## src/rtl/uart_baud_gen_frac.sv

```systemverilog
// Fractional oversampling baud generator: os_tick per prescaler period, mid_tick/bit_tick per bit.
// Latency: first os_tick P+1 cycles after the reset/resync load edge; strobes are registered.
// Backpressure: en low freezes all state and suppresses strobes; resync restarts the bit period.
module uart_baud_gen_frac #(
  parameter int INT_W  = 21,
  parameter int FRAC_W = 4,
  parameter int OVS    = 16
) (
  input  logic              CLK,
  input  logic              rst_n,
  input  logic              en,
  input  logic              resync,
  input  logic [INT_W-1:0]  prescaler_int,
  input  logic [FRAC_W-1:0] prescaler_frac,
  output logic              os_tick,
  output logic              mid_tick,
  output logic              bit_tick
);

  localparam int PH_W = (OVS > 2) ? $clog2(OVS) : 1;
  localparam logic [PH_W-1:0] MID_PH  = PH_W'(OVS / 2 - 1);
  localparam logic [PH_W-1:0] LAST_PH = PH_W'(OVS - 1);

  // One extra bit on counter/limit so prescaler_int all-ones plus a carry still fits.
  logic [INT_W:0]    counter;
  logic [INT_W:0]    limit;
  logic [FRAC_W-1:0] acc;
  logic [FRAC_W-1:0] frac_l;
  logic [PH_W-1:0]   phase;

  logic [FRAC_W:0]   acc_sum;
  logic              load;
  logic              wrap;

  // Fraction accumulation and the period-end / restart decisions.
  always_comb begin
    acc_sum = {1'b0, acc} + {1'b0, frac_l};
    load    = !rst_n || resync;
    wrap    = en && (counter == limit);
  end

  // Cycle counter within one oversample period; limit carries the fractional extra cycle.
  always_ff @(posedge CLK) begin
    if (load) begin
      counter <= '0;
      limit   <= {1'b0, prescaler_int};
    end else if (wrap) begin
      counter <= '0;
      limit   <= {1'b0, prescaler_int} + {{INT_W{1'b0}}, acc_sum[FRAC_W]};
    end else if (en) begin
      counter <= counter + 1'b1;
    end
  end

  // Fraction accumulator and latched fraction; the first period after a load never gets a carry.
  always_ff @(posedge CLK) begin
    if (load) begin
      acc    <= '0;
      frac_l <= prescaler_frac;
    end else if (wrap) begin
      acc    <= acc_sum[FRAC_W-1:0];
      frac_l <= prescaler_frac;
    end
  end

  // Oversample phase within the bit; wraps naturally since OVS is a power of two.
  always_ff @(posedge CLK) begin
    if (load) begin
      phase <= '0;
    end else if (wrap) begin
      phase <= phase + 1'b1;
    end
  end

  // Registered strobes; mid and bit ticks are decoded from the phase being left behind.
  always_ff @(posedge CLK) begin
    if (load || !wrap) begin
      os_tick  <= 1'b0;
      mid_tick <= 1'b0;
      bit_tick <= 1'b0;
    end else begin
      os_tick  <= 1'b1;
      mid_tick <= (phase == MID_PH);
      bit_tick <= (phase == LAST_PH);
    end
  end

endmodule

```

## config.mk

```make
export PLATFORM = sky130hd
export DESIGN_NAME = uart_baud_gen_frac
export DESIGN_NICKNAME = d
export VERILOG_FILES = /design/src/rtl/uart_baud_gen_frac.sv
export SDC_FILE = /design/constraint.sdc
export NUM_CORES = 1
export LEC_CHECK = 0
export CORE_ASPECT_RATIO = 1.25
export CORE_MARGIN = 5
export CORE_UTILIZATION = 55
export CTS_CLUSTER_DIAMETER = 50
export DETAILED_ROUTE_END_ITERATION = 12
export GPL_TIMING_DRIVEN = 0
export PLACE_DENSITY = 0.78
export SYNTH_ARGS = -nofsm -noshare
export SYNTH_HDL_FRONTEND = slang
export SYNTH_SLANG_ARGS = --single-unit
```

## constraint.sdc

```tcl
create_clock -name CLK -period 3.7 [get_ports CLK]
set_input_delay 1.11 -clock CLK [delete_from_list [all_inputs] [get_ports CLK]]
set_output_delay 1.11 -clock CLK [all_outputs]
set_load 0.005 [all_outputs]
```

; ---- Word level (Yosys, flattened, before mapping)
; Cells that the tools add are included.
[totals]
register_bits = 59
in_bits = 29
wordCells = 28
[op_classes]
addsub = 4
eq_ne = 3
muxes = 5
n_reduce_logical = 7
[ops]
columns = cell, count
row1 = 21-bit two-way mux, 2
row2 = 21-bit by 1-bit adder with 22-bit output, 1
row3 = 22-bit by 1-bit adder with 22-bit output (second input constant), 1
row4 = 22-bit == test, 1
row5 = 4-bit two-way mux, 2
row6 = 4-bit by 4-bit adder with 5-bit output, 1
row7 = 4-bit by 1-bit adder with 4-bit output (second input constant), 1
row8 = 4-bit by 3-bit == test with 1-bit output (second input constant), 1
row9 = 4-bit == test (second input constant), 1
row10 = 1-bit logical NOT, 2
row11 = 1-bit logical OR, 2
row12 = 2-bit nonzero test, 1
row13 = 2-bit OR reduction, 1
row14 = 1-bit logical AND, 1
row15 = 1-bit two-way mux, 1

; ---- Logic depth before layout (Yosys ltp)
; Gate-level depths: netlist of run 1.
[logic_depth]
word_depth = 5
depth_mapped = 10
ltp_nobuf = 10

; ---- Least setup slack after synthesis of run 1
; No wires, ideal clock.
[synth_timing]
kind = input-to-reg
startpoint = in en
endpoint = reg frac_l[0] (enable)
arrival_time_ns = 2.616
slack_ns = 0.711
path_stages = 6
cell_sequence = clkbuf_1 -> nand4_1 -> or4_4 -> buf_6 -> o21ai_2 -> buf_2
[synth_between]
elab_chain_cells = 2
[synth_lines]
columns = element, line_no
row1 = "start, declared", 11  ; input logic en,
row2 = 1-bit logical AND, 39  ; wrap = en && (counter == limit);
row3 = 2-bit nonzero test (no source line), -
row4 = "end signal, assigned", 59  ; frac_l <= prescaler_frac;
row5 = "end signal, assigned", 62  ; frac_l <= prescaler_frac;
row6 = "end, declared", 28  ; logic [FRAC_W-1:0] frac_l;
; Every way passes these cells.
; A chain may end at the register's enable or synchronous reset.

; ---- Final worst setup path of run 1
[layout_timing]
startpoint = in prescaler_int[0]
endpoint = reg limit[21]
[layout_between]
elab_chain_cells = 1
[layout_lines]
columns = element, line_no
row1 = "start, declared", 13  ; input logic [INT_W-1:0] prescaler_int,
row2 = 21-bit by 1-bit adder with 22-bit output, 49  ; limit <= {1'b0, prescaler_int} + {{INT_W{1'b0}}, acc_sum[FRAC_W]};
row3 = "end signal, assigned", 46  ; limit <= {1'b0, prescaler_int};
row4 = "end signal, assigned", 49
row5 = "end, declared", 26  ; logic [INT_W:0] limit;
; Every way passes these cells.

==> results_dict.tcl, run 1 <==
set metrics [dict create \
    synth_compound_area_frac 0.02969 \
    synthFlopType "dfxtp_1" \
    syn-instance-count 287 \
    grt_pass1_vias 2093 \
    worst-path-max-fanout 4 \
    coreArea_mm2 0.005152 \
    antenna_cells 0 \
    finalCoreUtilization 0.6770 \
    grt_usage 0.1822 \
    crit_path_end_kind "flop" \
    grt_pass1_wl_um 9404 \
    cts_resized 0 \
    clk_path_buf_depth 2 \
    hold_viol_final 0 \
    cts.htree.levels 3 \
    clk_latency_ns 0.35 \
    nets 367 \
    die_y_um 91.89 \
    crit_path_max_incr_delay_ns 0.60 \
    reg2reg_depth 10 \
    synth_xor_area_frac 0.1925 \
    syn_avg_cell_area_um2 10.28 \
    ys_top_cells_by_count "dfxtp_1 (34), xnor2_1 (34), nand2_1 (31)" \
    yosys_warnings 0 \
    grt_max_degree 35 \
    vias 2171 \
    synth_top_area_share 0.2545 \
    synth-edff-count 25 \
    worst-setup-path-type "in2reg" \
    cts.sinks 59 \
    syn-num-nets 326 \
    synth.area.mux_share 0.01357 \
    cpLargestDelayFamily "simple AND/OR/NAND/NOR gates" \
    p_leak_nw 1.245 \
    status "finished clean" \
    dr.pass1.iters 5 \
    drc_errors 0 \
    grt_use_met3 0.04158 \
    path_buf_inv 1 \
    ys_types 36 \
    final_max_slew_viol_count 0 \
    fin_crit_sh 0.8303 \
    synth-seq-area-share 0.4852 \
    root_buffer "clkbuf_8" \
    critPathRequiredTime_ns 3.99 \
    syn2layout_area_growth_pct 18.24 \
    async_reset_ff_frac 0 \
    synth-adder-area-share 0.04495 \
    synth-seq-cells 59 \
    synth_area_leader_cell "edfxtp_1" \
    overflow 0 \
    dp.cells 379 \
    busiest_layer "met2" \
    crit_path_frequent_cell "nor4_1" \
    syn_area_mm2 0.002950 \
    wirelength_um 5564 \
    timing.fmax_mhz 325.5 \
    met2_usage 0.2831 \
    worstPathArrival_ns 3.37 \
    fin_worst_skew_ns 0.01240 \
    power_density_mw_per_mm2 375.5 \
    layout_min_cycle_time_ns 3.072 \
    vias_per_cell 5.496 \
    crit_path_start_kind "input port" \
    synth_top_family_by_area "simple AND/OR/NAND/NOR gates" \
    hold_depth 2 \
    grt_util_met1 0.2227 \
    synthSimpleGateAreaFrac 0.2103 \
    io-pin-count 32 \
    first_iter_violations 154 \
    ir_drop_v 0.0002315 \
    worst_pin_slew_ns 0.9134 \
    drv_cap 0 \
    gp_congestion 0.7564 \
    die_w_um 75.51 \
    post_cts_buffers 0 \
    fin_cells 395 \
    holdCritPathClass "reg2reg" \
    antenna_found_initial 0 \
    synth.area.top_cells "edfxtp_1 (25%), dfxtp_1 (23%), xnor2_1 (10%)" \
    cts_tree "yes" \
    rsz0062_at_grt "false" \
    holdBufCountCts 0 \
    relSlewSlack 0.3854 \
    drive_gt1_frac 0.06907 \
    dieArea_mm2 0.006938 \
    clk_pin_slew_ns 0.07 \
    routedWlPerCell_um 14.09 \
    cp_cell_sequence "clkdlybuf4s50_1, ha_1, nand4b_1, nor4_1, nand3_1, nor4_1, a31o_2" \
    hpwl_um 4177 \
    critical_path_depth 7 \
    setup_viol 0 \
    start_util 0.5726 \
    cp_slowest_cell "nor4_1" \
    row_count 29 \
    ant_nets 0 \
    numPortBuffers 30 \
    cts_made_buffers 9 \
    finalSetupTns_ns 0 \
]
-- worst paths after layout --
kind	start	endpoint	slack [ns]
setup / recovery	prescaler_int[0]	limit[21]$_SDFFE_PP0P_	0.63
hold / removal	phase[3]$_SDFFE_PP0P_	bit_tick$_SDFF_PN0_	0.47
setup reg to reg	acc[0]$_SDFFE_PP0P_	limit[21]$_SDFFE_PP0P_	0.92
hold reg to reg	phase[3]$_SDFFE_PP0P_	bit_tick$_SDFF_PN0_	0.47
-- metrics by stage --
| stage | hold slack, ns | area [um2] | setup slack (ns) | power, mW |
|---|---|---|---|---|
| after detailed placement | 0.4596 | 3328 | 0.2629 | 0.8335 |
| after global placement | 0.4481 | 3328 | 0.2550 | 0.8295 |
| after floorplan | 0.4327 | 2950 | 0.7108 | 0.7805 |
| after global routing | 0.4899 | 3488 | 0.3828 | 1.359 |
| after CTS | 0.4697 | 3488 | 0.6115 | 1.319 |
| final | 0.4671 | 3488 | 0.6280 | 1.310 |
-- flip-flops by register name, summed over array words and instances (netlist names) --
| register | count |
|---|---|
| mid_tick | 1 |
| bit_tick | 1 |
| phase | 4 |
| acc | 4 |
| limit | 22 |
| os_tick | 1 |
| counter | 22 |
| frac_l | 4 |
-- kinds of logic (layout without fill, tap and decap cells) --
logic type               after synthesis  count (layout)
AND/OR/NAND/NOR                      123             123
XOR/XNOR                              64              64
flip-flops                            59              59
buffers and inverters                 14              60
AO/OA/AOI/OAI                         13              13
adder cells (fa/ha/maj)               10              10
multiplexers                           4               4
-- worst register-to-register path, stage by stage (launching register included) --
cell and delay, ns:
dfxtp_1 0.33, ha_1 0.18, fa_1 0.21, a21o_1 0.13
a21o_1 0.14, ha_1 0.17, nand4b_1 0.14, nor4_1 0.60
nand3_1 0.29, nor4_1 0.38, a31o_2 0.16
-- area by class of cell --
type,instances,area (um2)
clock inverters,6,32.53
repair buffers,30,300.3
plain buffers,9,51.30
clock buffers,10,127.6
multi-input cells,214,1449
inverters,5,18.77
flip-flops and latches,59,1431
well taps,62,77.57
fillers,427,1664
-- cell usage in the layout (no fill, tap or decap), drive strengths merged, types with 4 or more instances in the layout --
| master | count |
|---|---|
| xnor2 | 35 |
| dfxtp | 34 |
| nand2 | 31 |
| clkdlybuf4s50 | 30 |
| nor2 | 29 |
| xor2 | 29 |
| edfxtp | 25 |
| nand4 | 18 |
| clkbuf | 15 |
| nand3 | 13 |
| ha | 9 |
| and3 | 8 |
| nor4 | 6 |
| inv | 5 |
| clkinv | 5 |
| or4 | 5 |
| mux2i | 4 |
| buf | 4 |
-- layer usage --
metal	wire, um	vias up
met5	0	-
met1	2423	1022
met2	2719	49
li1	-	1090
met4	157	0
met3	263	10
-- where the power goes --
group / internal (mW) / total (mW) / leakage [nW] / switching [mW]
clock: 0.236 / 0.491 / 0.0856 / 0.255
sequential: 0.707 / 0.719 / 0.529 / 0.0126
combinational: 0.0539 / 0.0994 / 0.631 / 0.0455
total: 0.997 / 1.31 / 1.25 / 0.313
Power figures use the tool's default switching activity.
==> inputs of run 2 (changes only) <==
--- a/config.mk
+++ b/config.mk
@@ -7,11 +7,11 @@
 export LEC_CHECK = 0
 export CORE_ASPECT_RATIO = 1.25
 export CORE_MARGIN = 5
-export CORE_UTILIZATION = 55
+export CORE_UTILIZATION = 51
 export CTS_CLUSTER_DIAMETER = 50
 export DETAILED_ROUTE_END_ITERATION = 12
 export GPL_TIMING_DRIVEN = 0
-export PLACE_DENSITY = 0.78
+export PLACE_DENSITY = 0.76
 export SYNTH_ARGS = -nofsm -noshare
 export SYNTH_HDL_FRONTEND = slang
 export SYNTH_SLANG_ARGS = --single-unit
==> constraint.sdc (replaced) <==
create_clock -name CLK -period 2.5 [get_ports CLK]
set_input_delay 0.75 -clock CLK [delete_from_list [all_inputs] [get_ports CLK]]
set_output_delay 0.75 -clock CLK [all_outputs]
set_load 0.005 [all_outputs]
==> results_dict.tcl, run 2 (synthesized netlist as in run 1, its figures left out) <==
set metrics [dict create \
    io-pin-count 32 \
    wirelength_um 6045 \
    gp_congestion 0.8143 \
    cts_made_buffers 9 \
    dieArea_mm2 0.007416 \
    layout_common_cells "xnor2_1 (34), dfxtp_1 (33), nand2_1 (31), clkdlybuf4s50_1 (30), xor2_1 (29)" \
    start_util 0.5174 \
    drc_errors 0 \
    relSlewSlack 0.4586 \
    worst-path-max-fanout 4 \
    hold_viol_final 0 \
    worstPathArrival_ns 2.62 \
    final_max_slew_viol_count 0 \
    grt_max_degree 35 \
    p_switching_mw 0.4513 \
    clkPwrFrac 0.377 \
    dr.pass1.iters 4 \
    first_iter_violations 114 \
    timing.fmax_mhz 393.6 \
    top_regs "counter x22, limit x22" \
    rsz0062_at_grt "true" \
    final_common_cell "xnor2_1" \
    worst-setup-path-type "reg2reg" \
    syn2layout_area_growth_pct 24.22 \
    antenna_cells 0 \
    ir_drop_v 0.0003181 \
    cts.htree.levels 3 \
    hold_ws_ns 0.4640 \
    setup_viol 4 \
    violations "negative setup slack" \
    critPathRequiredTime_ns 2.58 \
    cts.sinks 59 \
    cp_cell_sequence "ha_4, fa_2, a21o_1, a21o_1, ha_2, ha_4, and4_4, nor3b_4, and3_1, xor2_1" \
    numPortBuffers 30 \
    crit_path_end_kind "flop" \
    overflow 0 \
    routedWlPerCell_um 14.85 \
    fin_ws_ns -0.04073 \
    dp.cells 383 \
    vias 2196 \
    row_count 31 \
    layout_min_cycle_time_ns 2.541 \
    intPower_mw 1.514 \
    crit_path_start_kind "flop" \
    root_buffer "clkbuf_8" \
    die_y_um 95.04 \
    switching_share 0.2296 \
    clk_path_buf_depth 2 \
    die_w_um 78.03 \
    cts_tree "yes" \
    status "finished, violations left" \
    nets 375 \
    vias_per_cell 5.396 \
    crit_path_max_incr_delay_ns 0.41 \
    fin_crit_sh 1.016 \
    grt_pass1_vias 2146 \
    worst_pin_slew_ns 0.8047 \
    cp_slowest_cell "edfxtp_1" \
    fin_cells 407 \
    drive_gt1_frac 0.1320 \
    drv_cap 0 \
    p_seq_frac 0.542 \
    postLayoutCellArea_mm2 0.003665 \
    grt_pass1_wl_um 9729 \
    coreArea_mm2 0.005702 \
    holdCritPathClass "reg2reg" \
    clk_latency_ns 0.33 \
    hpwl_um 4230 \
    dpl_cell_area_mm2 0.003341 \
    clk_pin_slew_ns 0.07 \
    antenna_found_initial 0 \
    p_leak_nw 1.310 \
    p_comb_frac 0.080 \
    fillers 440 \
    grt_usage 0.1709 \
    ant_nets 0 \
    fin_worst_skew_ns 0.008931 \
    power_density_mw_per_mm2 536.4 \
]
run 2: layout make-up:
type,instances,area (um2),share of cell area
multi-input combinational,214,1544,0.4213
timing repair buffer,38,360.3,0.09833
inverter,5,18.77,0.005121
tap,66,82.58,0.02253
clock inverter,3,15.01,0.004097
clock buffer,13,148.9,0.04063
sequential,59,1433,0.3909
buffer,9,62.56,0.01707
run 2: critical path: cells and delay by family, from the launching register on:
kind / cells / cell delay (ns)
flops: 1 / 0.41
compound gates: 2 / 0.38
xor+xnor: 1 / 0.15
simple gates: 3 / 0.47
fa+ha+maj: 4 / 0.88
run 2: worst paths after layout:
kind / start / slack [ns] / to / cells past startpoint
min: phase[3]$_SDFFE_PP0P_ / 0.46 / bit_tick$_SDFF_PN0_ / 2
min reg2reg: phase[3]$_SDFFE_PP0P_ / 0.46 / bit_tick$_SDFF_PN0_ / 2
max reg2reg: frac_l[0]$_DFFE_PP_ / -0.04 / limit[12]$_DFFE_PP_ / 10
max: frac_l[0]$_DFFE_PP_ / -0.04 / limit[12]$_DFFE_PP_ / 10
run 2: stage by stage:
stage	worst slack [ns]	util	power, mW	setup TNS [ns]
3_3_place_gp	-0.5390	0.5859	1.228	-16.45
3_5_place_dp	-0.6318	0.5859	1.234	-16.95
6_report	-0.04073	0.6427	1.966	-0.08737
4_1_cts	-0.002294	0.6278	1.974	-0.002294
2_1_floorplan	0.003270	-	1.156	0
5_1_grt	-0.1880	0.6427	2.043	-1.064
run 2: what timing repair did:
action	CTS	global route
pin swaps	7	9
hold buffers	0	0
setup endpoints to repair	37	29
buffers inserted	3	5
resized for setup	10	12
hold endpoints to repair	0	0
run 2: layer usage:
layer | up-vias | track usage | wire, um
li1 | 1106 | - | -
met1 | 1030 | 0.1936 | 2453
met2 | 52 | 0.2994 | 3243
met3 | 8 | 0.04631 | 237
met4 | 0 | 0.07746 | 111
met5 | - | 0 | 0
run 2: power by group through the flow:
stage	clock (mW)	sequential [mW]	combinational, mW
after floorplan	0	1.08	0.0753
after global placement	0	1.08	0.144
after detailed placement	0	1.09	0.148
after CTS	0.757	1.06	0.152
after global routing	0.802	1.07	0.172
final	0.742	1.07	0.158
